### src/rtl/if_id_register_if.sv
// Signal bundle between the fetch stage (master) and the IF/ID pipeline register (slave).
interface if_id_register_if;
  logic [31:0] PCplus;
  logic [31:0] Instruction;
  logic        Stall;
  logic        Flush;
  logic        IRQ;
  logic [31:0] ID_Instruction;
  logic [31:0] ID_PCplus;
  logic        ID_Valid;
  logic        ID_IRQ;
  logic        StallErr;

  modport master (
    output PCplus, Instruction, Stall, Flush, IRQ,
    input  ID_Instruction, ID_PCplus, ID_Valid, ID_IRQ, StallErr
  );

  modport slave (
    input  PCplus, Instruction, Stall, Flush, IRQ,
    output ID_Instruction, ID_PCplus, ID_Valid, ID_IRQ, StallErr
  );
endinterface

### src/rtl/if_id_register.sv
// IF/ID pipeline register: load, hold on stall, squash on flush, and inject
// pending user-mode interrupts into decode as a marked bubble.
module if_id_register #(
  parameter logic [31:0] RESET_PCPLUS = 32'h80000000,
  parameter logic [31:0] NOP_INSTR    = 32'h00000000,
  parameter int          STALL_LIMIT  = 8
) (
  input logic               clk,
  input logic               reset,
  if_id_register_if.slave   bus
);

  localparam int CNT_W = $clog2(STALL_LIMIT + 2);
  localparam logic [CNT_W-1:0] CNT_MAX = CNT_W'(STALL_LIMIT + 1);

  logic [31:0]      instr_q, instr_d;
  logic [31:0]      pcplus_q, pcplus_d;
  logic             valid_q, valid_d;
  logic             id_irq_q, id_irq_d;
  logic             stall_err_q, stall_err_d;
  logic             irq_pending_q, irq_pending_d;
  logic [CNT_W-1:0] stall_cnt_q, stall_cnt_d;

  logic kernel_mode;
  logic inject;

  always_comb begin
    instr_d       = instr_q;
    pcplus_d      = pcplus_q;
    valid_d       = valid_q;
    id_irq_d      = id_irq_q;
    stall_err_d   = stall_err_q;
    irq_pending_d = irq_pending_q;
    stall_cnt_d   = '0;

    kernel_mode = bus.PCplus[31];
    inject      = (irq_pending_q | bus.IRQ) & ~kernel_mode & ~bus.Stall & ~bus.Flush;

    if (bus.Flush) begin
      instr_d  = NOP_INSTR;
      pcplus_d = bus.PCplus;
      valid_d  = 1'b0;
      id_irq_d = 1'b0;
    end else if (bus.Stall) begin
      instr_d  = instr_q;
    end else if (inject) begin
      instr_d  = NOP_INSTR;
      pcplus_d = bus.PCplus;
      valid_d  = 1'b0;
      id_irq_d = 1'b1;
    end else begin
      instr_d  = bus.Instruction;
      pcplus_d = bus.PCplus;
      valid_d  = 1'b1;
      id_irq_d = 1'b0;
    end

    // A request seen in user mode is remembered even across stalls and flushes.
    if (inject) begin
      irq_pending_d = 1'b0;
    end else begin
      irq_pending_d = irq_pending_q | (bus.IRQ & ~kernel_mode);
    end

    if (bus.Stall && !bus.Flush) begin
      stall_cnt_d = (stall_cnt_q == CNT_MAX) ? stall_cnt_q : stall_cnt_q + CNT_W'(1);
    end
    stall_err_d = stall_err_q | (stall_cnt_d == CNT_MAX);
  end

  always_ff @(posedge clk or negedge reset) begin
    if (!reset) begin
      instr_q       <= NOP_INSTR;
      pcplus_q      <= RESET_PCPLUS;
      valid_q       <= 1'b0;
      id_irq_q      <= 1'b0;
      stall_err_q   <= 1'b0;
      irq_pending_q <= 1'b0;
      stall_cnt_q   <= '0;
    end else begin
      instr_q       <= instr_d;
      pcplus_q      <= pcplus_d;
      valid_q       <= valid_d;
      id_irq_q      <= id_irq_d;
      stall_err_q   <= stall_err_d;
      irq_pending_q <= irq_pending_d;
      stall_cnt_q   <= stall_cnt_d;
    end
  end

  assign bus.ID_Instruction = instr_q;
  assign bus.ID_PCplus      = pcplus_q;
  assign bus.ID_Valid       = valid_q;
  assign bus.ID_IRQ         = id_irq_q;
  assign bus.StallErr       = stall_err_q;

endmodule

### src/flat_wrapper.sv
// flat-port wrapper written by rule: the top's interface ports become plain ports
module if_id_register_flat 
#(
  parameter logic [31:0] RESET_PCPLUS = 32'h80000000,
  parameter logic [31:0] NOP_INSTR    = 32'h00000000,
  parameter int          STALL_LIMIT  = 8
)
  (clk, reset, bus_PCplus, bus_Instruction, bus_Stall, bus_Flush, bus_IRQ, bus_ID_Instruction, bus_ID_PCplus, bus_ID_Valid, bus_ID_IRQ, bus_StallErr);
  if_id_register_if bus_i ();
  input logic clk;
  input logic reset;
  input wire logic [$bits(bus_i.PCplus)-1:0] bus_PCplus;
  input wire logic [$bits(bus_i.Instruction)-1:0] bus_Instruction;
  input wire logic [$bits(bus_i.Stall)-1:0] bus_Stall;
  input wire logic [$bits(bus_i.Flush)-1:0] bus_Flush;
  input wire logic [$bits(bus_i.IRQ)-1:0] bus_IRQ;
  output wire logic [$bits(bus_i.ID_Instruction)-1:0] bus_ID_Instruction;
  output wire logic [$bits(bus_i.ID_PCplus)-1:0] bus_ID_PCplus;
  output wire logic [$bits(bus_i.ID_Valid)-1:0] bus_ID_Valid;
  output wire logic [$bits(bus_i.ID_IRQ)-1:0] bus_ID_IRQ;
  output wire logic [$bits(bus_i.StallErr)-1:0] bus_StallErr;
  assign bus_i.PCplus = bus_PCplus;
  assign bus_i.Instruction = bus_Instruction;
  assign bus_i.Stall = bus_Stall;
  assign bus_i.Flush = bus_Flush;
  assign bus_i.IRQ = bus_IRQ;
  assign bus_ID_Instruction = bus_i.ID_Instruction;
  assign bus_ID_PCplus = bus_i.ID_PCplus;
  assign bus_ID_Valid = bus_i.ID_Valid;
  assign bus_ID_IRQ = bus_i.ID_IRQ;
  assign bus_StallErr = bus_i.StallErr;
  if_id_register #(.RESET_PCPLUS(RESET_PCPLUS), .NOP_INSTR(NOP_INSTR), .STALL_LIMIT(STALL_LIMIT)) u_core (.clk(clk), .reset(reset), .bus(bus_i));
endmodule
### config.mk
export PLATFORM = sky130hd
export DESIGN_NAME = if_id_register_flat
export DESIGN_NICKNAME = d
export VERILOG_FILES = /design/src/rtl/if_id_register_if.sv /design/src/rtl/if_id_register.sv /design/src/flat_wrapper.sv
export SDC_FILE = /design/constraint.sdc
export NUM_CORES = 1
export LEC_CHECK = 0
export CORE_AREA = 2 2 92 94
export DETAILED_ROUTE_END_ITERATION = 8
export DIE_AREA = 0 0 94 96
export DONT_BUFFER_PORTS = 1
export PLACE_DENSITY = 0.6
export SLEW_MARGIN = 20
export SYNTH_ARGS = -nofsm -noshare
export SYNTH_HDL_FRONTEND = slang
export SYNTH_SLANG_ARGS = --single-unit
### constraint.sdc
create_clock -name clk -period 1.65 [get_ports clk]
set_input_delay 0.495 -clock clk [delete_from_list [all_inputs] [get_ports clk]]
set_output_delay 0.495 -clock clk [all_outputs]
set_load 0.05 [all_outputs]
==> results.py <==
metrics = {
    "floorplanning": {
        "initial_core_util_pct": 34.4,
        "dieArea_um2": 9020,
        "die_width_um": 94,
        "core-area_um2": 8050,
        "rows": 33,
        "die_h_um": 96,
        "pin_count": 136,
    },
    "synthesis": {
        "synth_cells": 241,
        "synthesis.nets": 312,
        "synth.most_common_cell": "nand2_1",
        "synthesis.area_um2": 2770,
        "synth_seq_cells": 72,
        "synth_top_area_share_pct": 64.1,
        "synth_top_area_cell": "dfrtp_1",
        "synth_area_leaders": "dfrtp_1, nand2_1, a22o_1, buf_4, buf_6",
        "ys_seq_area_share_pct": 65.1,
        "synth.yosys.warnings": 0,
        "synth_edf_count": 0,
        "async_flop_share_pct": 100,
        "synthFlopType": "dfrtp_1",
        "synth_cell_types": 27,
        "netlist_top_cells_count": "nand2_1, dfrtp_1, a22o_1",
        "avgSynthCellArea_um2": 11.5,
    },
    "critical_path": {
        "crit_type": "register to register",
        "crit_family": "flip-flops",
        "slowest_stage": "dfrtp_1",
        "critPathMaxStageDelay_ns": 0.44,
        "cp_max_fo": 5,
        "worstSetupEndpointType": "register",
        "crit_buf_inv": 0,
        "path_cells": "ha_1 -> and3b_1 -> mux2_4 -> a41o_1",
        "worstPathArrival_ns": 1.78,
        "cp-start-kind": "register",
        "required_ns": 1.87,
    },
    "sta": {
        "rsz0062_at_grt": "false",
        "relSlewSlack_pct": 65.9,
        "final-setup-viol-count": 0,
        "finalCritPeriodShare_pct": 94.5,
        "period_needed_ns": 1.56,
        "fmaxAchievable_mhz": 641,
        "worst_pin_slew_ns": 0.512,
        "worst_slack_ns": 0.0900,
        "slew_violations": 0,
        "holdWs_ns": -0.151,
        "hold_viol": 71,
        "fin_skew_ns": 0.00556,
        "tns_ns": 0,
    },
    "global_routing": {
        "grt_first_pass_wirelength_um": 8640,
        "groute.usage.overall_pct": 12.8,
        "grt-ovfl-total": 0,
        "grt_pass1_vias": 1764,
        "grt_antenna_before_repair": 0,
        "grt_max_degree": 73,
    },
    "finish": {
        "antenna_cells": 0,
        "final_cell_area_um2": 3070,
        "fillCellCount": 810,
        "synthToLayoutAreaGrowth_pct": 10.8,
        "fin_nets": 315,
        "post_route_cells_drive_above_1_share_pct": 10.5,
        "final_core_util_pct": 38.2,
    },
    "routing": {
        "drc_errors": 0,
        "drtPass1Iterations": 4,
        "wl_um": 5640,
        "drt-wirelength-per-cell_um": 16.0,
        "via_per_inst": 4.88,
        "ant_nets": 0,
        "drt_iter0_markers": 71,
        "vias": 1723,
    },
    "clocking": {
        "cts_resized": 0,
        "clockBufferDepth": 2,
        "clockRootBuffer": "clkbuf_8",
        "clock_latency_ns": 0.33,
        "ctsHtreeMaxLevel": 3,
        "clk_pin_slew_ns": 0.07,
        "clkSinkCount": 72,
        "post_cts_buffers": 0,
        "numCtsBuffers": 9,
        "cts_tree": "yes",
    },
    "place": {
        "dp_hpwl_um": 3950,
        "portBuffers": 0,
        "place_ws_ns": 0.0974,
        "place_area_um2": 2870,
        "place_congestion": 0.793,
    },
    "flow_run": {
        "maxCapViolCount": 0,
    },
    "hold_path": {
        "min_path_type": "input pin to asynchronous set/reset pin",
    },
    "pwr": {
        "leakage_nw": 1.56,
        "finalPower_mw": 3.95,
        "p_per_area_nw_per_um2": 1290,
        "ir_worst_vdd_v": 0.000370,
    },
    "run_status": {
        "violations": "negative hold slack",
        "status": "finished, violations left",
    },
}
## cells in the final DEF (no fill, tap or decap), types with 2 or more instances in the layout
| cell | count |
|---|---|
| buf_12 | 2 |
| clkinv_2 | 2 |
| dfrtp_1 | 71 |
| buf_4 | 4 |
| mux2i_1 | 2 |
| xor2_1 | 2 |
| clkbuf_8 | 12 |
| nor2_1 | 5 |
| nand2_1 | 96 |
| a22o_1 | 32 |
| ha_1 | 2 |
## stage by stage
step                      cells  hold WS (ns)
final                       353        -0.151
after global routing        353        -0.193
after CTS                   353        -0.179
after detailed placement    338         0.202
after global placement      338         0.201
after floorplan             241         0.199
## registers in the layout, summed over array words and instances, names as in the netlist
name / flops
u_core.bus.StallErr: 1
u_core.bus.ID_IRQ: 1
u_core.bus.ID_PCplus: 32
u_core.stall_cnt_q: 4
u_core.bus.ID_Instruction: 32
u_core.irq_pending_q: 1
u_core.bus.ID_Valid: 1
## cells by family (layout without fill, tap and decap cells)
kind of cell / Yosys count / after routing / synth area share [%]
xor gates and xnor gates: 3 / 3 / 0.948
AOI/OAI and AO/OA: 37 / 37 / 11.6
DFF: 72 / 72 / 65.1
and+or+nand+nor: 109 / 109 / 16.2
buffers and inverters: 15 / 22 / 3.97
muxes: 3 / 3 / 1.26
adders and majority gates: 2 / 2 / 0.903
## worst paths after layout
| kind | from | to | slack (ns) | cells past startpoint |
|---|---|---|---|---|
| max in group asynchronous | reset | u_core.bus.ID_PCplus[31] | 1.60 | 0 |
| min | reset | u_core.bus.ID_Instruction[4] | -0.15 | 0 |
| max | u_core.stall_cnt_q[0] | u_core.bus.StallErr | 0.09 | 4 |
| min in group clk | bus_Flush | u_core.bus.ID_IRQ | 0.22 | 1 |
| min reg2reg | u_core.irq_pending_q | u_core.irq_pending_q | 0.51 | 1 |
| max reg2reg | u_core.stall_cnt_q[0] | u_core.bus.StallErr | 0.09 | 4 |
## final cells by class
cell class | count | area [µm²] | area share [%]
Clock buffer | 12 | 165 | 5.38
Clock inverter | 3 | 40.0 | 1.30
Inverter | 1 | 3.75 | 0.122
Multi-Input combinational cell | 154 | 858 | 27.9
Sequential cell | 72 | 1800 | 58.7
Tap cell | 105 | 131 | 4.28
Timing Repair Buffer | 6 | 70.1 | 2.28
## per-layer routing
metal  global-route usage (%)  routed length [µm]  part of all wire [%]
met1                     14.5                2170                    39
met2                     19.5                2670                    47
met3                     6.89                 640                    11
met4                     6.52                 153                   2.7
met5                        0                   0                     0
## report_power, final
group / leakage [nW] / total (mW) / switching, mW / internal (mW)
logic: 0.534 / 0.200 / 0.106 / 0.0942
clock network: 0.108 / 1.40 / 0.596 / 0.809
registers: 0.921 / 2.34 / 0.470 / 1.87
No activity file was read; power rests on OpenSTA's default activity.
